**src/rtl/dcache_miss_ctrl.sv**
```systemverilog
`default_nettype none
// ============================================================================
// Module   : dcache_miss_ctrl
// Brief    : Data-cache miss/store sequencer. Write-through stores, word-by-
//            word line refill on load miss, pipeline stall and cache strobes.
// Revision : 1.0 - initial release
// ============================================================================
module dcache_miss_ctrl #(
    parameter int WORDS_PER_LINE = 4,
    parameter int ADDR_WIDTH     = 32
) (
    input  logic                              clk,
    input  logic                              rst,
    input  logic                              MemReadM,
    input  logic                              MemWriteM,
    input  logic [ADDR_WIDTH-1:0]             AddrM,
    input  logic [31:0]                       WriteDataM,
    input  logic                              HitM,
    output logic                              Stall,
    output logic                              ValidClr,
    output logic                              RefillWE,
    output logic [$clog2(WORDS_PER_LINE)-1:0] RefillWordIdx,
    output logic                              TagWE,
    output logic                              MemReqValid,
    input  logic                              MemReqReady,
    output logic                              MemReqWE,
    output logic [ADDR_WIDTH-1:0]             MemReqAddr,
    output logic [31:0]                       MemReqData,
    input  logic                              MemRespValid,
    output logic [31:0]                       MissCount
);

    localparam int c_IDX_W = $clog2(WORDS_PER_LINE);
    // Byte offset within a line: word index plus two byte-select bits.
    localparam int c_OFF_W = c_IDX_W + 2;
    localparam logic [c_IDX_W-1:0] c_LAST_IDX = c_IDX_W'(WORDS_PER_LINE - 1);

    typedef enum logic [2:0] {
        S_IDLE  = 3'd0,
        S_WRITE = 3'd1,
        S_REQ   = 3'd2,
        S_FILL  = 3'd3,
        S_DONE  = 3'd4
    } state_t;

    state_t                r_state;
    state_t                w_state_nxt;
    logic [c_IDX_W-1:0]    r_word_cnt;
    logic [c_IDX_W-1:0]    w_word_cnt_nxt;
    logic [ADDR_WIDTH-1:0] r_addr;
    logic [ADDR_WIDTH-1:0] w_addr_nxt;
    logic [31:0]           r_data;
    logic [31:0]           w_data_nxt;
    logic [31:0]           r_miss_count;
    logic                  w_miss_inc;

    logic                  w_stall;
    logic                  w_valid_clr;
    logic                  w_refill_we;
    logic [c_IDX_W-1:0]    w_refill_idx;
    logic                  w_tag_we;
    logic                  w_req_valid;
    logic                  w_req_we;
    logic [ADDR_WIDTH-1:0] w_req_addr;
    logic [31:0]           w_req_data;

    // A store wins when both read and write are asserted.
    logic                  w_is_store;
    logic                  w_is_miss;
    logic [ADDR_WIDTH-1:0] w_line_addr;

    assign w_is_store  = MemWriteM;
    assign w_is_miss   = MemReadM & ~MemWriteM & ~HitM;
    assign w_line_addr = {AddrM[ADDR_WIDTH-1:c_OFF_W], {c_OFF_W{1'b0}}};

    // State, counter, latches and miss counter registers.
    always_ff @(posedge clk) begin
        if (rst) begin
            r_state      <= S_IDLE;
            r_word_cnt   <= '0;
            r_addr       <= '0;
            r_data       <= '0;
            r_miss_count <= '0;
        end else begin
            r_state    <= w_state_nxt;
            r_word_cnt <= w_word_cnt_nxt;
            r_addr     <= w_addr_nxt;
            r_data     <= w_data_nxt;
            if (w_miss_inc) begin
                r_miss_count <= r_miss_count + 32'd1;
            end
        end
    end

    // Next-state and strobe decode; IDLE looks at the live MEM-stage access.
    always_comb begin
        w_state_nxt    = r_state;
        w_word_cnt_nxt = r_word_cnt;
        w_addr_nxt     = r_addr;
        w_data_nxt     = r_data;
        w_miss_inc     = 1'b0;
        w_stall        = 1'b0;
        w_valid_clr    = 1'b0;
        w_refill_we    = 1'b0;
        w_refill_idx   = '0;
        w_tag_we       = 1'b0;
        w_req_valid    = 1'b0;
        w_req_we       = 1'b0;
        w_req_addr     = '0;
        w_req_data     = '0;
        case (r_state)
            S_IDLE: begin
                if (w_is_store) begin
                    w_req_valid = 1'b1;
                    w_req_we    = 1'b1;
                    w_req_addr  = AddrM;
                    w_req_data  = WriteDataM;
                    if (!MemReqReady) begin
                        w_stall     = 1'b1;
                        w_addr_nxt  = AddrM;
                        w_data_nxt  = WriteDataM;
                        w_state_nxt = S_WRITE;
                    end
                end else if (w_is_miss) begin
                    w_stall     = 1'b1;
                    w_valid_clr = 1'b1;
                    w_addr_nxt  = w_line_addr;
                    w_miss_inc  = 1'b1;
                    w_state_nxt = S_REQ;
                end
            end
            S_WRITE: begin
                w_stall     = 1'b1;
                w_req_valid = 1'b1;
                w_req_we    = 1'b1;
                w_req_addr  = r_addr;
                w_req_data  = r_data;
                if (MemReqReady) begin
                    w_state_nxt = S_IDLE;
                end
            end
            S_REQ: begin
                w_stall     = 1'b1;
                w_req_valid = 1'b1;
                w_req_addr  = r_addr;
                if (MemReqReady) begin
                    w_word_cnt_nxt = '0;
                    w_state_nxt    = S_FILL;
                end
            end
            S_FILL: begin
                w_stall = 1'b1;
                if (MemRespValid) begin
                    w_refill_we    = 1'b1;
                    w_refill_idx   = r_word_cnt;
                    w_word_cnt_nxt = r_word_cnt + c_IDX_W'(1);
                    if (r_word_cnt == c_LAST_IDX) begin
                        w_tag_we    = 1'b1;
                        w_state_nxt = S_DONE;
                    end
                end
            end
            S_DONE: begin
                w_state_nxt = S_IDLE;
            end
            default: begin
                w_state_nxt = S_IDLE;
            end
        endcase
    end

    // Outputs are forced low while reset is held, so combinational IDLE
    // paths cannot leak strobes during reset.
    assign Stall         = ~rst & w_stall;
    assign ValidClr      = ~rst & w_valid_clr;
    assign RefillWE      = ~rst & w_refill_we;
    assign RefillWordIdx = rst ? '0 : w_refill_idx;
    assign TagWE         = ~rst & w_tag_we;
    assign MemReqValid   = ~rst & w_req_valid;
    assign MemReqWE      = ~rst & w_req_we;
    assign MemReqAddr    = rst ? '0 : w_req_addr;
    assign MemReqData    = rst ? '0 : w_req_data;
    assign MissCount     = rst ? '0 : r_miss_count;

endmodule
`default_nettype wire

```
**config.mk**
```make
export PLATFORM = sky130hd
export DESIGN_NAME = dcache_miss_ctrl
export DESIGN_NICKNAME = d
export VERILOG_FILES = /design/src/rtl/dcache_miss_ctrl.sv
export SDC_FILE = /design/constraint.sdc
export NUM_CORES = 1
export LEC_CHECK = 0
export ABC_AREA = 1
export CAP_MARGIN = 20
export CORE_MARGIN = 4
export CORE_UTILIZATION = 47
export CTS_CLUSTER_DIAMETER = 150
export DETAILED_ROUTE_END_ITERATION = 10
export GPL_ROUTABILITY_DRIVEN = 0
export PLACE_DENSITY = 0.81
export SLEW_MARGIN = 30
export SYNTH_ARGS = -nofsm -noshare
export SYNTH_HDL_FRONTEND = slang
export SYNTH_SLANG_ARGS = --single-unit
```
**constraint.sdc**
```tcl
create_clock -name clk -period 1.9 [get_ports clk]
set_input_delay 0.19 -clock clk [delete_from_list [all_inputs] [get_ports clk]]
set_output_delay 0.19 -clock clk [all_outputs]
set_load 0.05 [all_outputs]
```
== After elaboration in Yosys (flattened, before gate mapping) ==
Index checks and enable logic that the tools add are counted.

* Bits in registers: 101
* Bits of input ports: 71
* Output and inout port bits: 104
* Logic and storage cells: 77

* $add $sub $neg: 2
* Eq/ne operators: 11
* Multiplexer cells: 38
* Bitwise gates (word level): 12
* Reductions and logical operators: 9

{| class="wikitable"
|+ Operators by type and width
! kind !! count
|-
| $mux W32 || 8
|-
| $pmux W32 S2 || 2
|-
| $add A32 B1 Y32 const B || 1
|-
| $mux W3 || 7
|-
| $pmux W3 S4 || 1
|-
| $mux W1 || 11
|-
| $mux W2 || 5
|-
| $ne A2 B2 Y1 const B || 5
|-
| $reduce_and A3 Y1 || 3
|-
| $and A1 B1 Y1 || 8
|-
| $eq A3 B2 Y1 const B || 2
|-
| $ne A3 B3 Y1 const B || 2
|-
| $pmux W1 S2 || 3
|-
| $reduce_and A6 Y1 || 1
|-
| $not A1 Y1 || 4
|-
| $pmux W2 S2 || 1
|-
| $reduce_bool A2 Y1 || 2
|-
| $eq A3 B1 Y1 const B || 1
|-
| $logic_not A3 Y1 || 1
|-
| $reduce_or A3 Y1 || 1
|-
| $add A2 B1 Y2 const B || 1
|-
| $eq A2 B2 Y1 const B || 1
|-
| $reduce_or A2 Y1 || 1
|}

== Logic depth before layout (Yosys ltp) ==
Gate-level depths: netlist of the first run.

* Depth in word-level cells: 7
* Gate-level depth with buffers: 11
* Depth with buffers taken out: 10

== Worst setup path after synthesis of the first run ==
No wires, ideal clock.

* Path kind: flip-flop to output port
* Start: reg r_state[0]
* End: out MemReqValid
* Arrival: 1825 ps
* Required time: 1710 ps
* Path slack: -115 ps
* Cell stages (with the launch flop): 8
* Path buffers: 2
* Cell sequence: dfxtp_1 > buf_6 > clkinv_4 > nand3_4 > nor2_4 > buf_2 > inv_1 > a31oi_1

* Longest elaborated chain between the ends: 4
* Elaborated cells between the ends (all ways): 6
* Classes of those cells: eq/ne (2); mux (1); bitwise (1); reduce/logical (2)

{| class="wikitable"
|+ Ends and longest elaborated chain
! element !! line !! text
|-
| from (decl) || 46 || <nowiki>state_t r_state;</nowiki>
|-
| from (signal assigned) || 85 || <nowiki>r_state <= w_state_nxt;</nowiki>
|-
| $eq A3 B2 Y1 or $eq A3 B1 Y1 (tied branches) || 111 || <nowiki>case (r_state)</nowiki>
|-
| $reduce_or A2 Y1 (no line) || - ||
|-
| $pmux W1 S2 (*) || 111 ||
|-
| $and A1 B1 Y1 (*) || 179 || <nowiki>assign MemReqValid = ~rst & w_req_valid;</nowiki>
|-
| to (decl) || 24 || <nowiki>output logic MemReqValid,</nowiki>
|}

Mark *: on every way between the ends. The rest lies on a longest branch, timed or not.

== Worst setup path after layout of the first run ==
* Start: reg r_state[2]
* End: out MemReqAddr[21]

* Longest elaborated chain between the ends: 4
* Elaborated cells between the ends (all ways): 6
* Classes of those cells: eq/ne (2); mux (2); reduce/logical (2)

{| class="wikitable"
|+ Ends and longest elaborated chain
! element !! line !! text
|-
| $eq A3 B2 Y1 or $eq A3 B1 Y1 (tied branches) || 111 ||
|-
| $reduce_or A2 Y1 (no line) || - ||
|-
| $pmux W32 S2 (*) || 111 ||
|-
| $mux W32 (*) || 181 || <nowiki>assign MemReqAddr = rst ? '0 : w_req_addr;</nowiki>
|-
| to (decl) || 27 || <nowiki>output logic [ADDR_WIDTH-1:0] MemReqAddr,</nowiki>
|}

Marks and branches as above.

==> flow_summary.yaml, run 1 <==
outcome:
  status: "finished with violations"
  violations: "negative setup slack"
run:
  max_cap_viol_count: 0
clock_tree:
  numCtsBuffers: 9
  cts_tree: "built"
  cts.htree.levels: 3
  holdBufCountCts: 0
  clock_latency_ns: 0.35
  clkSlewWorstSetupHoldPaths_ns: 0.07
  clockBufferDepth: 2
  cts_sinks: 101
  cts_root_buf: "clkbuf_16"
drt:
  drc_errors: 0
  wirelength_mm: 20.0
  drt_first_iter_violations: 601
  antenna_left: 0
  drtPass1Iterations: 8
  routedWlPerCell_um: 16.7
  via_per_inst: 5.57
  vias: 6683
timing:
  skew_ns: 0.00928
  fmax_mhz: 504
  setup_ws_ns: -0.0843
  setup_viol: 60
  tightest_slew_ns: 0.469
  rsz0062_at_grt: "true"
  slew_headroom_pct: 68.6
  period_share_pct: 104
  finalHoldViolCount: 0
  post-route-min-period_ns: 1.98
  timing.final.max_slew_violations: 0
setup_path:
  crit_buf_inv: 4
  crit_type: "reg2out"
  cp_common_cell: "buf_12"
  max_stage_delay_ns: 0.37
  crit_family: "buffers and inverters"
  start_kind: "flip-flop"
  arrival_ns: 1.79
  cp-end-kind: "output pin"
  required_ns: 1.71
  worstPathMaxFanout: 8
  path_cells: "inv_6 -> nand3_4 -> nor2_4 -> buf_12 -> buf_12 -> a22oi_2 -> nor2_2 -> buf_12"
  cp_slowest_cell: "dfxtp_4"
synth:
  syn_area_mm2: 0.00556
  ys_seq_area_share_pct: 36.3
  syn_inst: 877
  syn-num-nets: 950
  yosysWarnings: 0
  synth_cell_types: 30
  synth_seq_cells: 101
  syn_avg_cell_area_um2: 6.34
power:
  switching_share_pct: 41.8
  comb_power_share_pct: 56.7
  p_leak_nw: 3.57
  p_per_area_mw_per_mm2: 1170
  p_int_mw: 6.28
  p_clk_share_pct: 18.8
  peakVddDrop_mv: 0.769
  seqPwrFrac_pct: 24.5
  total_power_mw: 10.8
  p_switching_mw: 4.51
place:
  place.port_buffers: 174
  place_hpwl_mm: 12.5
  place_ws_ns: -0.0278
cells_and_area:
  fin_util_pct: 80.2
  nets: 1125
  layout-drive-gt1-share_pct: 29.1
  num_antenna_cells: 0
  synthToLayoutAreaGrowth_pct: 66.0
global_routing:
  grt_pass1_wl_mm: 30.2
  first_global_vias: 6285
  gr-total-overflow: 0
  grt_use_total_pct: 27.1
  antenna_found_initial: 0
  grt_max_degree: 62
floorplanning:
  core_area_mm2: 0.0115
  pin_count: 175
  die_x_um: 117
  dieArea_mm2: 0.0136
  dieHeight_um: 117
  rows: 39
  start_util_pct: 48.3
worst_hold_path:
  worstHoldPathType: "in2reg"
-- worst reg2reg max path, stage by stage (launching register included) --
cell,delay (ns)
dfxtp_4,0.37
inv_6,0.08
nand3_4,0.08
nor2_4,0.15
buf_4,0.16
nand2_8,0.08
nand2_4,0.09
buf_4,0.13
inv_2,0.10
buf_12,0.17
a21oi_1,0.15
nor2_1,0.06
-- layer usage --
| layer | part of all wire, % | wire, um | global-route usage (%) | up-vias |
|---|---|---|---|---|
| met5 | 0 | 0 | 0 | - |
| met4 | 3.0 | 609 | 10.8 | 0 |
| met3 | 7.1 | 1430 | 5.91 | 56 |
| met2 | 51 | 10100 | 46.0 | 282 |
| met1 | 39 | 7820 | 33.7 | 3130 |
| li1 | - | - | - | 3215 |
-- per-stage QoR --
step,area (um2),setup TNS (ns),std cells,hold WS [ns]
after floorplan,5780,0,877,0.325
after global placement,8340,0,1166,0.460
after detailed placement,8340,-0.0278,1166,0.472
after CTS,8890,-1.85,1191,0.256
after global routing,9240,-6.39,1200,0.287
final,9240,-1.69,1200,0.264
-- Yosys cell counts --
cell type | count | area [um2]
clkinv_4 | 1 | 8.76
clkinv_2 | 1 | 5.00
inv_1 | 65 | 244
nand2_4 | 3 | 33.8
o22a_1 | 1 | 8.76
nor3_1 | 12 | 60.1
nor2_4 | 4 | 45.0
clkbuf_1 | 28 | 105
buf_1 | 5 | 18.8
a31oi_1 | 1 | 6.26
a22oi_1 | 28 | 210
nand4_1 | 44 | 275
inv_2 | 5 | 18.8
nand3_4 | 1 | 17.5
buf_2 | 17 | 85.1
nand2_1 | 131 | 492
ha_1 | 2 | 25.0
nor2_2 | 1 | 6.26
buf_6 | 3 | 33.8
and2_1 | 3 | 18.8
buf_4 | 4 | 30.0
a21oi_1 | 56 | 280
nand3_1 | 21 | 105
inv_4 | 1 | 6.26
dfxtp_1 | 101 | 2020
o21ai_0 | 77 | 385
nand3_2 | 3 | 30.0
nand3b_1 | 3 | 22.5
nor3_2 | 1 | 10.0
nor2_1 | 254 | 953
-- kinds of logic after synthesis --
group,synth area share (%)
and+or+nand+nor,37.2
adders and majority gates,0.450
AOI/OAI and AO/OA,16.0
DFF,36.3
buffers and inverters,9.99
-- power by group through the flow --
stage / Sequential [mW] / Clock [mW] / Combinational [mW]
2_1_floorplan: 2.59 / 0 / 2.88
3_3_place_gp: 2.63 / 0 / 4.83
3_5_place_dp: 2.63 / 0 / 4.90
4_1_cts: 2.61 / 2.03 / 5.44
5_1_grt: 2.67 / 2.11 / 6.43
6_report: 2.64 / 2.03 / 6.12
-- area by class of cell --
type / count / area [um2]
clock buffers: 10 / 239
clock inverters: 6 / 86.3
fillers: 745 / 2280
inverters: 73 / 290
multi-input cells: 646 / 3450
flip-flops and latches: 101 / 2030
well taps: 143 / 179
repair buffers: 221 / 2960
-- state kept, by name (all words and copies together), names as in the netlist --
signal	flops
r_addr	32
r_data	32
r_miss_count	32
r_state	3
r_word_cnt	2
-- cells in the final DEF (no fill, tap or decap), types with 3 or more instances in the layout --
cell | Yosys | routed
clkdlybuf4s50_1 | 0 | 69
clkbuf_16 | 0 | 13
nor3_1 | 12 | 12
nor2_2 | 1 | 33
inv_2 | 5 | 5
inv_1 | 65 | 63
nand3b_1 | 3 | 3
nand4_1 | 44 | 44
nor2_4 | 4 | 4
dfxtp_1 | 101 | 98
nand3_2 | 3 | 3
nand2_1 | 131 | 116
nand3_1 | 21 | 20
a21oi_2 | 0 | 35
buf_12 | 0 | 81
buf_4 | 4 | 64
nand2_2 | 0 | 13
clkinv_2 | 1 | 3
nand2_4 | 3 | 3
nor2_1 | 254 | 222
o21ai_0 | 77 | 76
a22oi_2 | 0 | 28
a21oi_1 | 56 | 19
and2_1 | 3 | 3
-- worst paths after layout --
check | from | end | slack, ns | cells after the start
hold / removal | rst | r_state[1]$_SDFFE_PP0P_ | 0.26 | 4
hold reg to reg | r_data[6]$_SDFFE_PP0P_ | r_data[6]$_SDFFE_PP0P_ | 0.49 | 2
setup reg to reg | r_state[2]$_SDFFE_PP0P_ | r_addr[1]$_SDFFE_PP0P_ | 0.19 | 11
setup / recovery | r_state[2]$_SDFFE_PP0P_ | MemReqAddr[21] | -0.08 | 8
-- repair_timing --
| item | 4_1_cts | 5_1_grt |
|---|---|---|
| gates cloned | 3 | 5 |
| gates resized for setup | 28 | 51 |
| endpoints found under the setup margin | 67 | 71 |
| pin swaps | 9 | 32 |
| setup buffers | 6 | 5 |
No activity file was read; power rests on OpenSTA's default activity.
==> inputs of run 2 (changes only) <==
Settings changed: CORE_MARGIN 4 to 1.5.
==> run 2 against run 1 <==
  * The run still ends with negative setup slack left
  * Register-to-register slack worse by 0.14 ns
  * First-iteration DRC count down 2.8%
  * Die area down 8.4%
  * Combinational power up 3%
  * Via count up 0.45%
  * Count of clock-buffer cells in the layout up 4
  * Sequential share of layout area down 0.26 points
  * Critical path depth unchanged
  * Highest routed layer unchanged
==> flow_summary.yaml, run 2 (same netlist as run 1, synthesis figures left out) <==
floorplanning:
  rows: 39
  die_x_um: 112
  pin_count: 175
  dieHeight_um: 112
  core_area_mm2: 0.0115
  start_util_pct: 48.5
  dieArea_mm2: 0.0125
worst_hold_path:
  hp-start: "rst"
  hold_path_end: "r_miss_count[17]$_SDFFE_PP0P_"
  worstHoldPathType: "in2reg"
  whs_path_depth: 4
place:
  place.port_buffers: 174
  place_ws_ns: -0.0174
  dpl_cell_area_mm2: 0.00832
  place_hpwl_mm: 12.1
drt:
  antenna_left: 0
  vias: 6713
  drtPass1Iterations: 6
  drc_errors: 0
  via_per_inst: 5.56
  wirelength_mm: 19.8
  drt_first_iter_violations: 584
  routedWlPerCell_um: 16.4
clock_tree:
  cts_root_buf: "clkbuf_16"
  numCtsBuffers: 9
  clock_latency_ns: 0.35
  cts_sinks: 101
  cts_tree: "built"
  cts.htree.levels: 3
  clkSlewWorstSetupHoldPaths_ns: 0.06
  clockBufferDepth: 2
  holdBufCountCts: 0
cells_and_area:
  fin_util_pct: 81.4
  fin_area_mm2: 0.00934
  seq_area_mm2: 0.00203
  layout_common_cells: "nor2_1 (221), nand2_1 (120), dfxtp_1 (98)"
  nets: 1131
  multi_input_area_mm2: 0.00344
  final_common_cell: "nor2_1"
  layout-drive-gt1-share_pct: 29.0
  reg_top3: "r_addr (32), r_data (32), r_miss_count (32)"
  synthToLayoutAreaGrowth_pct: 67.8
  fillers: 718
setup_path:
  reg2reg_depth: 11
  r2r_setup_slack_ns: 0.05
  crit_type: "in2out"
  cp-end-kind: "output pin"
  crit_family: "buffers and inverters"
  reg2reg_from: "r_state[1]$_SDFFE_PP0P_"
  cp_slowest_cell: "clkdlybuf4s50_1"
  path_cells: "clkdlybuf4s50_1 -> clkinv_2 -> nor2_4 -> buf_6 -> clkbuf_16 -> nand2_2 -> a21oi_2 -> buf_12"
  startpoint: "MemWriteM"
  arrival_ns: 1.80
  worstPathMaxFanout: 5
  r2r-end: "r_addr[20]$_SDFFE_PP0P_"
  start_kind: "input port"
  max_stage_delay_ns: 0.54
  required_ns: 1.71
  crit_buf_inv: 5
timing:
  post-route-min-period_ns: 1.99
  slew_headroom_pct: 64.3
  finalHoldViolCount: 0
  setup_tns_ns: -2.86
  tightest_slew_ns: 0.536
  setup_viol: 62
  holdWs_ns: 0.213
  rsz0062_at_grt: "true"
  timing.final.max_slew_violations: 0
  period_share_pct: 105
  fmax_mhz: 503
  skew_ns: 0.00558
  setup_ws_ns: -0.0882
power:
  switching_share_pct: 41.4
  comb_power_share_pct: 57.7
  p_int_mw: 6.41
  seqPwrFrac_pct: 24.3
  p_leak_nw: 3.63
  p_switching_mw: 4.52
  p_per_area_mw_per_mm2: 1170
  peakVddDrop_mv: 0.817
  p_clk_share_pct: 18.0
outcome:
  violations: "negative setup slack"
  status: "finished with violations"
global_routing:
  grt_use_total_pct: 29.8
  grt_pass1_wl_mm: 30.8
  antenna_found_initial: 1
  first_global_vias: 6409
  grt_max_degree: 75
  gr-total-overflow: 0
run:
  max_cap_viol_count: 0
run 2: changes by cell type in the layout (fill, tap and decap cells not counted), moves of 2 or more:
cell	before	now
nand2_1	116	120
clkinv_2	3	1
buf_16	2	4
a22oi_2	28	24
buf_6	1	7
nand2_2	13	9
clkbuf_8	1	4
buf_4	64	61
a22oi_1	0	4
run 2: stage by stage:
stage          instances  power (mW)
2_1_floorplan        877        5.47
3_3_place_gp        1163        7.38
3_5_place_dp        1163        7.44
4_1_cts             1201        10.3
5_1_grt             1206        11.4
6_report            1207        10.9
run 2: worst max-delay path by stage:
stage	to	slack [ns]	cells after the start
global placement	MemReqValid	0.007	7
detailed placement	MemReqValid	-0.02	7
CTS	MemReqAddr[29]	-0.07	8
floorplan	r_miss_count[1]$_SDFFE_PP0P_	0.03	8
finish	MemReqData[30]	-0.09	8
global route	MemReqData[26]	-0.11	8
run 2: tightest hold or removal path, delay by kind of cell:
kind	cells	cell delay (ns)
buf+inv	2	0.21
simple gates	2	0.11
run 2: final cells by class:
| class | instances | share of cell area [%] |
|---|---|---|
| multi-input cells | 646 | 36.8 |
| diodes | 1 | 0.0268 |
| well taps | 143 | 1.92 |
| clock buffers | 14 | 3.04 |
| repair buffers | 227 | 32.9 |
| clock inverters | 2 | 0.415 |
| inverters | 73 | 3.14 |
| flip-flops and latches | 101 | 21.7 |
run 2: power by group through the flow:
stage	Sequential [mW]	Combinational (mW)	Clock (mW)
global route	2.68	6.61	2.07
finish	2.65	6.31	1.97
detailed placement	2.64	4.80	0
floorplan	2.59	2.88	0
global placement	2.62	4.75	0
CTS	2.62	5.73	2.00
run 2: timing repair:
| item | in CTS | in global routing |
|---|---|---|
| setup buffers | 18 | 2 |
| gates cloned | 4 | 4 |
| pin swaps | 10 | 18 |
| resized for setup | 63 | 27 |
| endpoints found under the setup margin | 71 | 116 |
run 2: metal layers:
metal	vias up	track usage [%]	wire length [um]
met5	-	0	0
met4	0	11.6	651
li1	3229	-	-
met1	3165	35.7	7980
met3	58	6.86	1270
met2	261	51.6	9880
==> inputs of run 3 (changes only) <==
--- a/config.mk
+++ b/config.mk
@@ -9,9 +9,8 @@
 export CAP_MARGIN = 20
 export CORE_MARGIN = 1.5
-export CORE_UTILIZATION = 47
+export CORE_UTILIZATION = 45
 export CTS_CLUSTER_DIAMETER = 150
 export DETAILED_ROUTE_END_ITERATION = 10
-export GPL_ROUTABILITY_DRIVEN = 0
-export PLACE_DENSITY = 0.81
+export PLACE_DENSITY = 0.78
 export SLEW_MARGIN = 30
 export SYNTH_ARGS = -nofsm -noshare
==> constraint.sdc (replaced) <==
create_clock -name clk -period 1.9 [get_ports clk]
set_input_delay 0.475 -clock clk [delete_from_list [all_inputs] [get_ports clk]]
set_output_delay 0.475 -clock clk [all_outputs]
set_load 0.05 [all_outputs]
==> run 3 against run 2 <==
  * The flow still finishes with violations (negative setup slack)
  * Die area up 4.3%
  * Final area increased by 12%
  * Via count up 4.0%
  * First-iteration DRC count down 3.1%
  * Critical path type is now reg2out
  * Critical endpoint is now MemReqValid
  * Highest routed layer unchanged
==> flow_summary.yaml, run 3 (same netlist as run 1, synthesis figures left out) <==
outcome:
  status: "finished with violations"
  violations: "negative setup slack"
timing:
  timing.final.max_slew_violations: 0
  setup_viol: 76
  post-route-min-period_ns: 2.28
  holdWs_ns: 0.487
  setup_tns_ns: -21.85
  slew_headroom_pct: 65.2
  period_share_pct: 120
  rsz0062_at_grt: "true"
  finalHoldViolCount: 0
  fmax_mhz: 439
  tightest_slew_ns: 0.519
  setup_ws_ns: -0.380
  skew_ns: 0.00830
clock_tree:
  clock_latency_ns: 0.35
  clockBufferDepth: 2
  cts_root_buf: "clkbuf_16"
  cts.htree.levels: 3
  numCtsBuffers: 9
  cts_sinks: 101
  clkSlewWorstSetupHoldPaths_ns: 0.06
  cts_tree: "built"
setup_path:
  r2r-end: "r_addr[2]$_SDFFE_PP0P_"
  arrival_ns: 1.81
  reg2reg_depth: 12
  start_kind: "flip-flop"
  cp_slowest_cell: "dfxtp_2"
  cp_common_cell: "buf_12"
  required_ns: 1.42
  cp-end-kind: "output pin"
  path_cells: "inv_2 -> nand3_4 -> nor2_4 -> buf_12 -> buf_12 -> inv_1 -> a31oi_4 -> buf_12"
  crit_family: "buffers and inverters"
  worstPathMaxFanout: 8
  crit_type: "reg2out"
  r2r_setup_slack_ns: -0.04
  crit_buf_inv: 5
  max_stage_delay_ns: 0.34
  reg2reg_from: "r_state[2]$_SDFFE_PP0P_"
drt:
  vias: 6979
  drtPass1Iterations: 7
  wirelength_mm: 22.1
  via_per_inst: 5.63
  drc_errors: 0
  drt_first_iter_violations: 566
  antenna_left: 0
  routedWlPerCell_um: 17.8
power:
  peakVddDrop_mv: 0.862
  p_leak_nw: 4.03
  p_per_area_mw_per_mm2: 1130
  total_power_mw: 11.8
floorplanning:
  dieArea_mm2: 0.0130
  core_area_mm2: 0.0120
  start_util_pct: 46.3
  rows: 40
  pin_count: 175
  dieHeight_um: 114
  die_x_um: 114
global_routing:
  gr-total-overflow: 0
  first_global_vias: 6608
  grt_use_total_pct: 31.9
  grt_pass1_wl_mm: 33.1
  grt_max_degree: 46
  antenna_found_initial: 1
cells_and_area:
  nets: 1159
  final_cell_count_no_fill: 1239
  multi_input_area_mm2: 0.00422
  final_common_cell: "nor2_1"
  seq_area_mm2: 0.00203
  fillers: 619
  synthToLayoutAreaGrowth_pct: 87.9
  layout_common_cells: "nor2_1 (191), dfxtp_1 (98), nand2_1 (92)"
  reg_top3: "r_addr (32), r_data (32), r_miss_count (32)"
  layout-drive-gt1-share_pct: 36.9
run:
  max_cap_viol_count: 0
place:
  dp_cells: 1197
  place_ws_ns: -0.653
  gp_congestion: 0.899
  place_hpwl_mm: 13.6
  place.port_buffers: 174
worst_hold_path:
  hold_path_end: "r_data[29]$_SDFFE_PP0P_"
  whs_path_depth: 2
  worstHoldPathType: "reg2reg"
  hp-start: "r_data[29]$_SDFFE_PP0P_"
## run 3: final cells by class
class,instances,area share [%]
diodes,1,0.0239
clock buffers,13,2.68
repair buffers,255,32.6
flip-flops and latches,101,19.4
inverters,73,2.96
clock inverters,3,0.168
well taps,147,1.76
multi-input cells,646,40.4
## run 3: worst register-to-register path, stage by stage (launching register included)
cell and delay, ns:
dfxtp_2 0.34, inv_2 0.09, nand3_4 0.11, nor2_4 0.15, buf_12 0.18, buf_6 0.16
nand2_4 0.07, nand2_4 0.08, buf_6 0.16, inv_2 0.10, buf_12 0.16, a21oi_1 0.16
nor2_1 0.08
## run 3: per-stage QoR
stage / util (%) / area, um2
floorplan: - / 6560
global placement: 78.0 / 9370
detailed placement: 78.0 / 9370
CTS: 85.3 / 10200
global route: 87.0 / 10400
finish: 87.0 / 10500
## run 3: worst max-delay path by stage
stage | start | endpoint | slack, ns | cells after the start
floorplan | rst | MissCount[11] | -0.1 | 4
global placement | MemWriteM | MemReqWE | -0.61 | 7
detailed placement | MemWriteM | MemReqWE | -0.65 | 7
CTS | r_state[2]$_SDFFE_PP0P_ | MemReqAddr[29] | -0.32 | 8
global route | r_state[2]$_SDFFE_PP0P_ | MemReqAddr[2] | -0.43 | 8
finish | r_state[2]$_SDFFE_PP0P_ | MemReqValid | -0.38 | 8
## run 3: metal layers
metal  wire length (um)  global-route usage [%]  vias to the layer above
met5                  0                       0                        -
met4                751                    14.7                        0
met3               1690                    6.88                       59
met2              11100                    54.5                      311
met1               8570                    38.4                     3322
li1                   -                       -                     3287
## run 3: repair_timing
item | 4_1_cts | 5_1_grt
pin swaps | 26 | 29
endpoints found under the setup margin | 146 | 129
cloned | 5 | 4
gates resized for setup | 93 | 19
setup buffers | 12 | 8
hold buffers | 0 | 0
## run 3: report_power, final
group / switching [mW] / internal, mW / leakage (nW)
registers: 0.214 / 2.44 / 0.826
logic: 4.04 / 3.28 / 3.06
clock network: 0.820 / 1.03 / 0.148
